## src/rtl/cce_alu_issue.sv

```systemverilog
// Operand-issue/writeback stage for the CCE ALU: one issue register, ALU sees op the cycle after accept.
// Retire writes the GPR on the next unstalled edge with full bypass; stall_i freezes a valid op and drops ready_o.
module cce_alu_issue #(
  parameter int width_p    = 16,
  parameter int gpr_els_p  = 8,
  parameter int op_width_p = 4,
  localparam int gpr_addr_w = $clog2(gpr_els_p)
) (
  input  logic                  clk,
  input  logic                  reset,
  input  logic                  v_i,
  output logic                  ready_o,
  input  logic [op_width_p-1:0] alu_op_i,
  input  logic [gpr_addr_w-1:0] rs_a_i,
  input  logic [gpr_addr_w-1:0] rs_b_i,
  input  logic                  imm_v_i,
  input  logic [width_p-1:0]    imm_i,
  input  logic [gpr_addr_w-1:0] rd_i,
  input  logic                  wr_v_i,
  input  logic                  stall_i,
  output logic                  alu_v_o,
  output logic [op_width_p-1:0] alu_op_o,
  output logic [width_p-1:0]    alu_opd_a_o,
  output logic [width_p-1:0]    alu_opd_b_o,
  input  logic [width_p-1:0]    alu_res_i,
  input  logic                  alu_branch_res_i,
  output logic                  branch_v_o,
  output logic                  branch_taken_o
);

  typedef struct packed {
    logic                  v;
    logic [op_width_p-1:0] op;
    logic [width_p-1:0]    opd_a;
    logic [width_p-1:0]    opd_b;
    logic [gpr_addr_w-1:0] rd;
    logic                  wr_v;
  } iss_t;

  iss_t               iss_q, iss_d;
  logic [width_p-1:0] gpr_q [gpr_els_p];

  logic               advance, accept, retire_wr;
  logic               byp_a, byp_b;
  logic [width_p-1:0] opd_a, opd_b;

  assign advance   = ~stall_i;
  assign ready_o   = ~iss_q.v | ~stall_i;
  assign accept    = v_i & ready_o;
  assign retire_wr = iss_q.v & iss_q.wr_v & advance;

  // The retiring result is not in the GPR array yet, so dependent ops take it straight from the ALU.
  assign byp_a = retire_wr & (iss_q.rd == rs_a_i);
  assign byp_b = retire_wr & ~imm_v_i & (iss_q.rd == rs_b_i);
  assign opd_a = byp_a ? alu_res_i : gpr_q[rs_a_i];
  assign opd_b = imm_v_i ? imm_i : (byp_b ? alu_res_i : gpr_q[rs_b_i]);

  always_comb begin
    iss_d = iss_q;
    if (accept) begin
      iss_d.v     = 1'b1;
      iss_d.op    = alu_op_i;
      iss_d.opd_a = opd_a;
      iss_d.opd_b = opd_b;
      iss_d.rd    = rd_i;
      iss_d.wr_v  = wr_v_i;
    end else if (advance) begin
      iss_d.v = 1'b0;
    end
  end

  always_ff @(posedge clk) begin
    if (reset) begin
      iss_q <= '0;
    end else begin
      iss_q <= iss_d;
    end
  end

  always_ff @(posedge clk) begin
    if (reset) begin
      for (int i = 0; i < gpr_els_p; i++) begin
        gpr_q[i] <= '0;
      end
    end else if (retire_wr) begin
      gpr_q[iss_q.rd] <= alu_res_i;
    end
  end

  assign alu_v_o        = iss_q.v;
  assign alu_op_o       = iss_q.op;
  assign alu_opd_a_o    = iss_q.opd_a;
  assign alu_opd_b_o    = iss_q.opd_b;
  assign branch_v_o     = iss_q.v & ~iss_q.wr_v;
  assign branch_taken_o = alu_branch_res_i & branch_v_o;

endmodule

```

## config.mk

```make
export PLATFORM = sky130hd
export DESIGN_NAME = cce_alu_issue
export DESIGN_NICKNAME = d
export VERILOG_FILES = /design/src/rtl/cce_alu_issue.sv
export SDC_FILE = /design/constraint.sdc
export NUM_CORES = 1
export LEC_CHECK = 0
export CAP_MARGIN = 10
export CORE_UTILIZATION = 43
export CTS_BUF_LIST = sky130_fd_sc_hd__clkbuf_8
export DETAILED_ROUTE_END_ITERATION = 10
export DONT_BUFFER_PORTS = 1
export PLACE_DENSITY = 0.65
export SYNTH_ARGS = -nofsm -noshare
export SYNTH_HDL_FRONTEND = slang
export SYNTH_SLANG_ARGS = --single-unit
```

## constraint.sdc

```tcl
create_clock -name clk -period 2.7 [get_ports clk]
set_input_delay 0.81 -clock clk [delete_from_list [all_inputs] [get_ports clk]]
set_output_delay 0.81 -clock clk [all_outputs]
set_load 0.005 [all_outputs]
```

======== Word level (Yosys, flattened, before mapping) ========
Memory sizes are Yosys's and may differ from the RTL's. A register that Yosys moved wholly into a read port is not among the register bits.
Index checks and enable logic that the tools add are counted.
word-level totals
  flip-flop bits (word level) ............. 25
  word-level logic and storage cells ...... 33
  RAM bits ................................ 128
  memories kept ........................... 1
  output and inout bits ................... 40
memory list
  name   words  width  read ports  clocked after Yosys merged registers in  wr ports  line  source
  gpr_q  8      16     2           1                                        8         41    logic [width_p-1:0] gpr_q [gpr_els_p];
operators by class
  multiplexer cells ....................... 12
  bitwise logic cells ..................... 12
  reduce and logical (&&, ||, !) cells .... 1
  equality and inequality tests ........... 2
operators by type and width
  cell                                           number
  two-way mux 16 bit                             3
  OR reduction 16 bit                            1
  two-way mux 1 bit                              8
  AND 1 bit                                      7
  NOT 1 bit                                      4
  == test 3 bit                                  1
  two-way mux 3 bit                              1
  != test 2 x 1 -> 1 bit, second input constant  1
  bitwise OR 1 bit                               1

======== Logic depth before layout (Yosys ltp) ========
  depth in word-level cells ............... 7
  depth in mapped cells ................... 6

======== Worst setup path before layout ========
Ideal clock, no wire load.
  kind .................................... input-to-reg
  from .................................... input rs_b_i[2]
  to ...................................... register iss_q (netlist bit alu_opd_b_o[3])
  arrival time ............................ 2.341 ns
  buffers on the path ..................... 2
  slack ................................... 0.224 ns
  stages .................................. 6
  cells stage by stage .................... clkbuf_1 > clkbuf_1 > mux4_2 > mux2_2 > a2111oi_1 > a211oi_1
on the way
  longest elaborated chain between the ends .. 4
  elaborated cells between the ends (all ways) .. 5
  those cells by class .................... eq/ne (1); mux (2); bitwise (1); memory (1)
RTL lines
  item                                                                              line  source
  start: declaration                                                                15    input logic [gpr_addr_w-1:0] rs_b_i,
  parallel branches: the longest is 2 deep, another holds memory read (8 x 16 bit)  --
  two-way mux 16 bit (*) (2 in a row)                                               56    assign opd_b = imm_v_i ? imm_i : (byp_b ? alu_res_i : gpr_q[rs_b_i]);
  end signal: assignment                                                            76    iss_q <= iss_d;
  end: declaration                                                                  40    iss_t iss_q, iss_d;
Every way passes the cells marked *.
A chain may end at the register's enable or synchronous reset.

======== Final worst setup path ========
  from .................................... register iss_q (netlist bit alu_v_o)
  to ...................................... output branch_taken_o
on the way
  longest elaborated chain between the ends .. 2
RTL lines
  item              line  source
  AND 1 bit         94    assign branch_v_o = iss_q.v & ~iss_q.wr_v;
  net branch_v_o    27    output logic branch_v_o,
  AND 1 bit         95    assign branch_taken_o = alu_branch_res_i & branch_v_o;
  end: declaration  28    output logic branch_taken_o
The timed path passes the listed nets, and every way through them passes these cells.

==> reports/metrics.yaml <==
status: "complete, no violations"
rr_endpoint: "gpr_q[5][4]"
dieArea_um2: 22000
insertion_delay_ns: 0.47
cts_buffer_depth: 2
cts.htree.levels: 4
multiInputGateArea_um2: 3970
synth-seq-cells: 169
portBuffers: 0
holdPathEnd: "iss_q[2]"
mappedNetlistNets: 726
timing.max_cap.violations: 0
holdBufCountCts: 0
r2r_slack_ns: 0.56
drtIter0Drc: 530
tightest_slew_ns: 1.07
clk_pin_slew_ns: 0.09
die_w_um: 148
avgViaCountPerCell: 6.09
cts_tree: "yes"
reg2reg_depth: 4
fillers: 1794
synth_edf_count: 128
drv_slew: 0
grt_max_degree: 49
critPathRequiredTime_ns: 1.89
antenna_found_initial: 0
start_util: 0.438
ir_drop_mv: 0.387
ctsResizeCount: 0
rsz0062_at_grt: "no"
hold_depth: 1
setup_slack_ns: 0.504
routed_wl_mm: 21.9
core_um2: 21000
cp_max_fo: 6
hp-class: "in -> reg"
cts_num_sinks: 169
final_cell_mix: "and2_1 (145), edfxtp_1 (128), mux4_2 (64)"
root_buffer: "clkbuf_8"
finalCriticalPeriod_ns: 2.20
max_freq_mhz: 455
finalHoldViolCount: 0
first_pass_iters: 4
hold_start: "reset"
grt_overflow: 0
reg2reg_from: "alu_v_o"
place_congestion: 0.792
die_y_um: 148
crit_path_start_kind: "flop"
grt_pass1_vias: 5438
synth_warnings: 0
post_cts_buffers: 0
syn_avg_cell_area_um2: 13.7
final_common_cell: "and2_1"
maxSlewHeadroom: 0.287
post_drt_wl_per_cell_um: 24.1
grt_pass1_wl_mm: 32.9
fin_setup_tns_ns: 0
fin_crit_sh: 0.813
p_per_area_nw_per_um2: 583
pin_count: 92
p_leak_uw: 0.00347
area_growth_pct: 4.82
drc: 0
setup_viol: 0
final_nets: 671
syn-cell-area_um2: 9210
row_count: 53
antenna_left: 0
ys_seq_area_frac: 0.506
track_usage: 0.206
cts_buffers: 17
dp_hpwl_mm: 14.6
synth_flop_cell: "edfxtp_1"
yosysUniqueCellTypes: 33
endpoint_kind: "primary output"
via_count: 5530
finClkSkew_ns: 0.0151
path_class: "reg -> out"
regArea_um2: 4660
asyncSetResetFlopFracSynth: 0
drive_above_1_share: 0.266
syn_inst: 674
critPathLaunch: "alu_v_o"
worstPathArrival_ns: 1.39
place_ws_ns: 0.239
report_power, final:
group | leakage [µW] | internal [µW] | switching [µW]
Combinational | 0.00154 | 260 | 187
Clock | 0.000257 | 1270 | 938
Sequential | 0.00167 | 2890 | 93.8
Total | 0.00347 | 4420 | 1220
worst max path at each step:
stage	endpoint	slack [ns]	cells past startpoint
2_1_floorplan	alu_opd_b_o[3]	0.22	6
3_3_place_gp	gpr_q[3][7]	0.30	4
3_5_place_dp	gpr_q[5][7]	0.24	4
4_1_cts	branch_taken_o	0.48	2
5_1_grt	branch_taken_o	0.38	2
6_report	branch_taken_o	0.50	2
cell families after synthesis:
logic type / Yosys count / share of synthesized area
muxes: 96 / 0.196
DFF: 169 / 0.506
and+or+nand+nor: 208 / 0.137
buffers and inverters: 105 / 0.0644
AOI/OAI and AO/OA: 90 / 0.0914
xor gates and xnor gates: 6 / 0.00570
flip-flops by register name, indices dropped and copies added (netlist names):
| signal | count |
|---|---|
| alu_op_o | 4 |
| iss_q | 4 |
| alu_opd_b_o | 16 |
| gpr_q | 128 |
| alu_v_o | 1 |
| alu_opd_a_o | 16 |
metal layers:
layer | wire length, µm | global-route usage | vias up | part of all wire
li1 | - | - | 2416 | -
met1 | 8890 | 0.261 | 2829 | 0.41
met2 | 11000 | 0.348 | 251 | 0.50
met3 | 1610 | 0.0417 | 34 | 0.073
met4 | 430 | 0.0763 | 0 | 0.020
met5 | 0 | 0 | - | 0
cells in the mapped netlist, types with 2 or more instances:
library cell | instances | area, µm²
a211oi_1 | 32 | 240
a21oi_1 | 9 | 45.0
a311o_1 | 16 | 160
mux2_2 | 32 | 360
clkbuf_1 | 35 | 131
and2_1 | 145 | 907
nor3_2 | 2 | 20.0
buf_1 | 2 | 7.51
mux4_2 | 64 | 1440
inv_1 | 16 | 60.1
nand2b_1 | 2 | 12.5
buf_2 | 6 | 30.0
dfxtp_1 | 41 | 821
edfxtp_1 | 128 | 3840
nor2_1 | 24 | 90.1
a221o_1 | 16 | 160
buf_4 | 41 | 308
buf_6 | 5 | 56.3
xor2_1 | 6 | 52.6
nand2_1 | 19 | 71.3
or2_2 | 8 | 50.1
a2111oi_2 | 14 | 210
critical path: stages (launching register included):
cell and delay (ns):
dfxtp_1 0.52, nor2b_1 0.24, and2_1 0.16
layout make-up:
| class | instances | area share |
|---|---|---|
| Antenna cell | 1 | 0.000259 |
| Clock buffer | 17 | 0.0242 |
| Clock inverter | 15 | 0.0254 |
| Inverter | 16 | 0.00622 |
| Multi-Input combinational cell | 400 | 0.411 |
| Sequential cell | 169 | 0.483 |
| Tap cell | 275 | 0.0356 |
| Timing Repair Buffer | 15 | 0.0143 |
through the flow:
stage | util | std cells | hold WS [ns] | power, µW | cell area (µm²)
2_1_floorplan | - | 674 | 0.437 | 3490 | 9210
3_3_place_gp | 0.437 | 875 | 0.464 | 3470 | 9180
3_5_place_dp | 0.437 | 875 | 0.465 | 3490 | 9180
4_1_cts | 0.459 | 907 | 0.373 | 5630 | 9660
5_1_grt | 0.459 | 907 | 0.378 | 5780 | 9660
6_report | 0.459 | 908 | 0.393 | 5630 | 9660
(Power assumes the default switching activity.)
==> variant 1: new RTL, same flow settings <==
Reset style: asynchronous (`reset`), changed in 2 clocked blocks.
--- a/src/rtl/cce_alu_issue.sv
+++ b/src/rtl/cce_alu_issue.sv
@@ -69,7 +69,7 @@
     end
   end
 
-  always_ff @(posedge clk) begin
+  always_ff @(posedge clk or posedge reset) begin
     if (reset) begin
       iss_q <= '0;
     end else begin
@@ -77,7 +77,7 @@
     end
   end
 
-  always_ff @(posedge clk) begin
+  always_ff @(posedge clk or posedge reset) begin
     if (reset) begin
       for (int i = 0; i < gpr_els_p; i++) begin
         gpr_q[i] <= '0;
Formal check against the unedited RTL: differs if reset is asserted again (counterexample within 4 cycles, from zero or initial values and one cycle with reset high); with reset held inactive, the same outputs for 4 cycles.
==> variant 1 against the unedited design <==
  * Global-route usage up 0.91 points
  * Sequential cell count did not move
  * Routed wire length is 0.17% lower
  * Cell count decreased by 2.3%
  * Worst setup slack gained 0.10 ns
  * Area after synthesis fell by 2.3%
  * Fmax up 4.8%
  * Highest routed layer unchanged
  * Final area shrank 4.0%
Power is not compared: it rests on default switching activity, and its combinational part moved more than twofold at a synthesized area within 25%.
==> variant 1: results (changes against the unedited design) <==
GRT
  • First-pass GRT wire length: 34700 microns (+5.3%)
  • Met3 usage in global routing: 5.09% (+0.92 points)
  • M1 GR Usage: 26.1% (about the same)
  • Largest net degree at the start of global routing: 106 (+120%)
  • Number of global-route vias before repair: 5906 (+8.6%)
  • Tot GR Track Use: 21.5% (+0.91 points)
  • Met2 Track Usage GR: 37.0% (+2.2 points)

Detailed routing
  • Via count: 5429 (-1.8%)
  • TritonRoute pass-1 iters: 5 (+1)
  • Met2 wire length: 11400 microns (+3.8%)
  • Met3 wire len: 1310 microns (-19%)
  • DRT iter0 DRCs: 430 (-19%)
  • Met1 WL: 8680 microns (-2.3%)
  • DR WL/cell: 24.6 microns (+2.2%)
  • Top routing layer in use: met4

Yosys
  • Cells after Synth: 664 (-1.5%)
  • Compound-Gate Fraction of Synth Area: 5.87% (-3.3 points)
  • XOR/XNOR Fraction of Synth Area: 0.584% (+0.013 points)
  • Synth area leaders: dfrtp_1 47%, mux2_2 16%, mux4_2 15%
  • Sequential-to-total area share from yosys stat: 47.0% (-3.6 points)
  • Distinct cell type count after synthesis: 37 (+12%)
  • Post-Syn Nets: 716 (-1.4%)
  • Synth top cells by count: 169 x dfrtp_1, 128 x mux2_2, 60 x mux4_2
  • Fraction of synthesized area in multiplexers: 33.6% (+14 points)
  • Post-Synth Adder-Cell Area: 0% (unchanged)
  • Asr flop ratio synth: 100% (+100 points)

Finish
  • Share of layout cells above drive strength 1: 39.2% (+13 points)
  • # diodes: 0 (-1)
  • Fillers: 1763 (-1.7%)
  • Non-Filler Instances: 887 (-2.3%)

STA
  • Crit share post-route: 77.6% (-3.7 points)
  • Worst hold margin: 0.145 ns (-0.248 ns)
  • Clock Skew: 0.0113 ns (-0.00379 ns)
  • Rel. slew slack: 57.1% (+28 points)

Critical path
  • CP endpoint: branch_taken_o
  • Worst reg-to-reg path cell count: 5 (+1)
  • Reg2reg start: iss_q[3]
  • Reg2reg setup slack: 0.72 ns (+0.16 ns)
  • WP data arrival: 1.29 ns (-0.10 ns)
  • Max incr delay on CP: 0.44 ns (-0.08 ns)
  • CP max stage cell: dfrtp_1
  • Critical R2R Capture: alu_opd_b_o[1]
  • CP top delay family: flip-flops
  • Crit path from: alu_v_o

Place
  • Placed instance count: 856 (-2.2%)
  • Final GP Congestion: 0.752 (-5.0%)
  • DP Area: 8910 sq um (-2.9%)
  • I/O Buffers: 0 (unchanged)
  • DP HPWL: 13700 microns (-6.1%)
  • Worst slack, placed: 0.428 ns (+0.189 ns)

Hold path
  • Hold Crit Class: primary input to async pin

Run status
  • Outcome: complete, no violations

Power and ir drop
  • P_leak: 0.00397 uW
  • VDD IR max: 0.268 mV

Clock tree
  • Clk buf depth: 2 (unchanged)
  • Htree depth: 4 (unchanged)
  • Post-CTS setup buffers: 0 (unchanged)
## variant 1: changes by cell type after synthesis, sizes merged, moves of 29 or more
cell,change
buf,+29
nand2,+29
dfrtp,+169
mux2,+96
and2,-143
edfxtp,-128
dfxtp,-41
## variant 1: final cells by class
| class | instances | area (sq um) | share of cell area (%) |
|---|---|---|---|
| Tap cell | 270 | 338 | 3.64 |
| Clock inverter | 10 | 80.1 | 0.863 |
| Inverter | 5 | 22.5 | 0.243 |
| Timing Repair Buffer | 17 | 165 | 1.78 |
| Clock buffer | 21 | 289 | 3.12 |
| Multi-Input combinational cell | 395 | 4150 | 44.8 |
| Sequential cell | 169 | 4230 | 45.6 |
## variant 1: power by group through the flow
stage                     registers, uW  clock network, uW  logic, uW
final                              3980               1720       1910
after detailed placement           4030                  0       1920
after floorplan                    3760                  0       1930
after global placement             3920                  0       1840
after CTS                          3980               1760       1930
after global routing               4100               1860       2070
==> variant 2: new RTL, same settings <==
Made on the original files. Set the parameter `width_p` to 32 (it was 16).
--- a/src/rtl/cce_alu_issue.sv
+++ b/src/rtl/cce_alu_issue.sv
@@ -1,7 +1,7 @@
 // Operand-issue/writeback stage for the CCE ALU: one issue register, ALU sees op the cycle after accept.
 // Retire writes the GPR on the next unstalled edge with full bypass; stall_i freezes a valid op and drops ready_o.
 module cce_alu_issue #(
-  parameter int width_p    = 16,
+  parameter int width_p    = 32,
   parameter int gpr_els_p  = 8,
   parameter int op_width_p = 4,
   localparam int gpr_addr_w = $clog2(gpr_els_p)
Ports: changed (resized alu_opd_a_o, alu_opd_b_o, alu_res_i and imm_i); port bits go from 92 to 156. The function was not compared with the original's and may differ.
==> variant 2 against the unedited design <==
  * Clock skew is 0.0054 ns higher
  * Sequential cell count is 160 higher
  * Sequential share of layout area is 0.26 points lower
  * Area after synthesis is 93% higher
  * First-iteration DRC count is 120% higher
  * Count of clock-buffer cells in the layout is 51 higher
  * Routed wire length is 120% higher
  * Synthesized cell count is 90% higher
  * Power is 100% higher
  * Final area is 97% higher
  * Highest routed layer unchanged
  * Die area is 91% higher
  * Worst setup slack worse by 0.12 ns
==> variant 2: results (changes against the unedited design) <==
Run status
  • Outcome: complete, no violations

GRT
  • Initial antenna violation count: 1 (+1)
  • Tot GR Track Use: 23.6% (+3.0 points)
  • First-pass GRT wire length: 72200 microns (+120%)
  • Largest net degree at the start of global routing: 97 (+98%)
  • Gr ovfl total: 0 (unchanged)

Clock tree
  • Later-pin clock latency in the skew report: 0.61 ns (+0.14 ns)
  • Htree depth: 2 (-2)
  • Post-CTS setup buffers: 0 (unchanged)
  • Inserted Clock Buffers: 55 (+38)
  • Clock transition at the registers of the reported paths: 0.06 ns (-0.03 ns)
  • Clk buf depth: 3 (+1)
  • Post-CTS sizing: 0 (unchanged)
  • Root buffer cell: clkbuf_8

Detailed routing
  • Via count: 11000 (+99%)
  • TritonRoute pass-1 iters: 6 (+2)
  • Routed wire length: 49200 microns (+120%)
  • DRT iter0 DRCs: 1179 (+120%)

Finish
  • Share of layout cells above drive strength 1: 21.3% (-5.3 points)
  • # diodes: 0 (-1)
  • Fillers: 3528 (+97%)
  • Reg with most FFs: gpr_q
  • Largest register FFs: 256 (+100%)

Critical path
  • Max incr delay on CP: 0.49 ns (-0.03 ns)
  • Reg2reg start: iss_q[0]
  • WP data arrival: 1.51 ns (+0.12 ns)
  • Crit path from: alu_v_o
  • Crit path max fanout: 7 (+1)

Hold path
  • Worst Min Path Start: reset
  • Hold Crit Class: primary input to flip-flop

Power and ir drop
  • VDD IR max: 0.292 mV (-24%)
  • P_leak: 0.00708 uW (+100%)
  • P_int: 8680 uW (+97%)

Yosys
  • Sequential-to-total area share from yosys stat: 51.5% (+0.86 points)
  • Main synth FF type: edfxtp_1
  • Post-Syn Nets: 1364 (+88%)
  • Synth top cells by count: 278 x and2_1, 256 x edfxtp_1, 79 x clkbuf_1
  • Post-synth EDFFs: 256 (+100%)
  • Distinct cell type count after synthesis: 41 (+24%)
  • Asr flop ratio synth: 0% (unchanged)
  • Synth area leaders: edfxtp_1 43%, and2_1 9.8%, mux4_2 8.9%
  • Cells after Synth: 1280 (+90%)

Place
  • DP Area: 17900 sq um (+95%)
  • DP HPWL: 28800 microns (+97%)
  • Final GP Congestion: 0.801 (+1.1%)

STA
  • Clock Skew: 0.0206 ns (+0.00542 ns)
  • Rel. slew slack: 33.1% (+4.4 points)
-- variant 2: changes by cell type after synthesis, moves of 20 or more --
cell,before,now
a2111oi_0,1,35
a2111oi_1,1,28
a211oi_1,32,0
and2_1,145,278
buf_4,41,70
clkbuf_1,35,79
dfxtp_1,41,73
edfxtp_1,128,256
mux2_2,32,52
mux4_1,0,58
nor3_1,0,35
-- variant 2: layout make-up --
type | count | area share (%)
inverters | 32 | 0.631
repair buffers | 39 | 2.19
clock buffers | 68 | 4.91
well taps | 532 | 3.49
clock inverters | 35 | 1.18
multi-input cells | 740 | 39.6
flip-flops and latches | 329 | 48.0
-- variant 2: logic make-up (layout without fill, tap and decap cells) --
group           count (synthesis)  count (layout)  share of synthesized area [%]
simple gates                  393             393                           12.9
flops                         329             329                           51.5
buf+inv                       211             174                           6.44
mux                           192             192                           21.4
compound gates                149             149                           7.51
xor+xnor                        6               6                          0.296
-- variant 2: through the flow --
step                setup WS (ns)  utilization, %  instances
global placement            0.226            43.8       1672
finish                      0.379            46.6       1775
CTS                         0.334            46.6       1775
detailed placement          0.189            43.8       1672
global route                0.211            46.6       1775
floorplan                   0.126               -       1280
-- variant 2: metal layers --
metal  vias to the layer above  global-route usage [%]  routed length [microns]
li1                       4755                       -                        -
met2                       493                    38.6                    23900
met4                         0                    8.04                     1310
met5                         -                       0                        0
met3                        92                    5.91                     4330
met1                      5656                    30.5                    19700
-- variant 2: path summary, 6_finish.rpt --
check / depth (start not counted) / to / slack [ns]
worst max register to register: 4 / alu_opd_b_o[1] / 0.50
worst max-delay path: 2 / branch_taken_o / 0.38
worst min register to register: 2 / alu_op_o[2] / 0.47
worst min-delay path: 1 / alu_v_o / 0.29
-- variant 2: worst max-delay path: cells and delay by family (launching register included) --
family           cells  cell delay [ns]
and+or+nand+nor      2             0.42
DFF                  1             0.49
-- variant 2: power by group through the flow --
| stage | logic [uW] | clock network (uW) | registers (uW) |
|---|---|---|---|
| 2_1_floorplan | 863 | 0 | 5830 |
| 3_3_place_gp | 838 | 0 | 5910 |
| 3_5_place_dp | 851 | 0 | 5910 |
| 4_1_cts | 853 | 4670 | 5810 |
| 5_1_grt | 903 | 4910 | 5840 |
| 6_report | 846 | 4610 | 5810 |
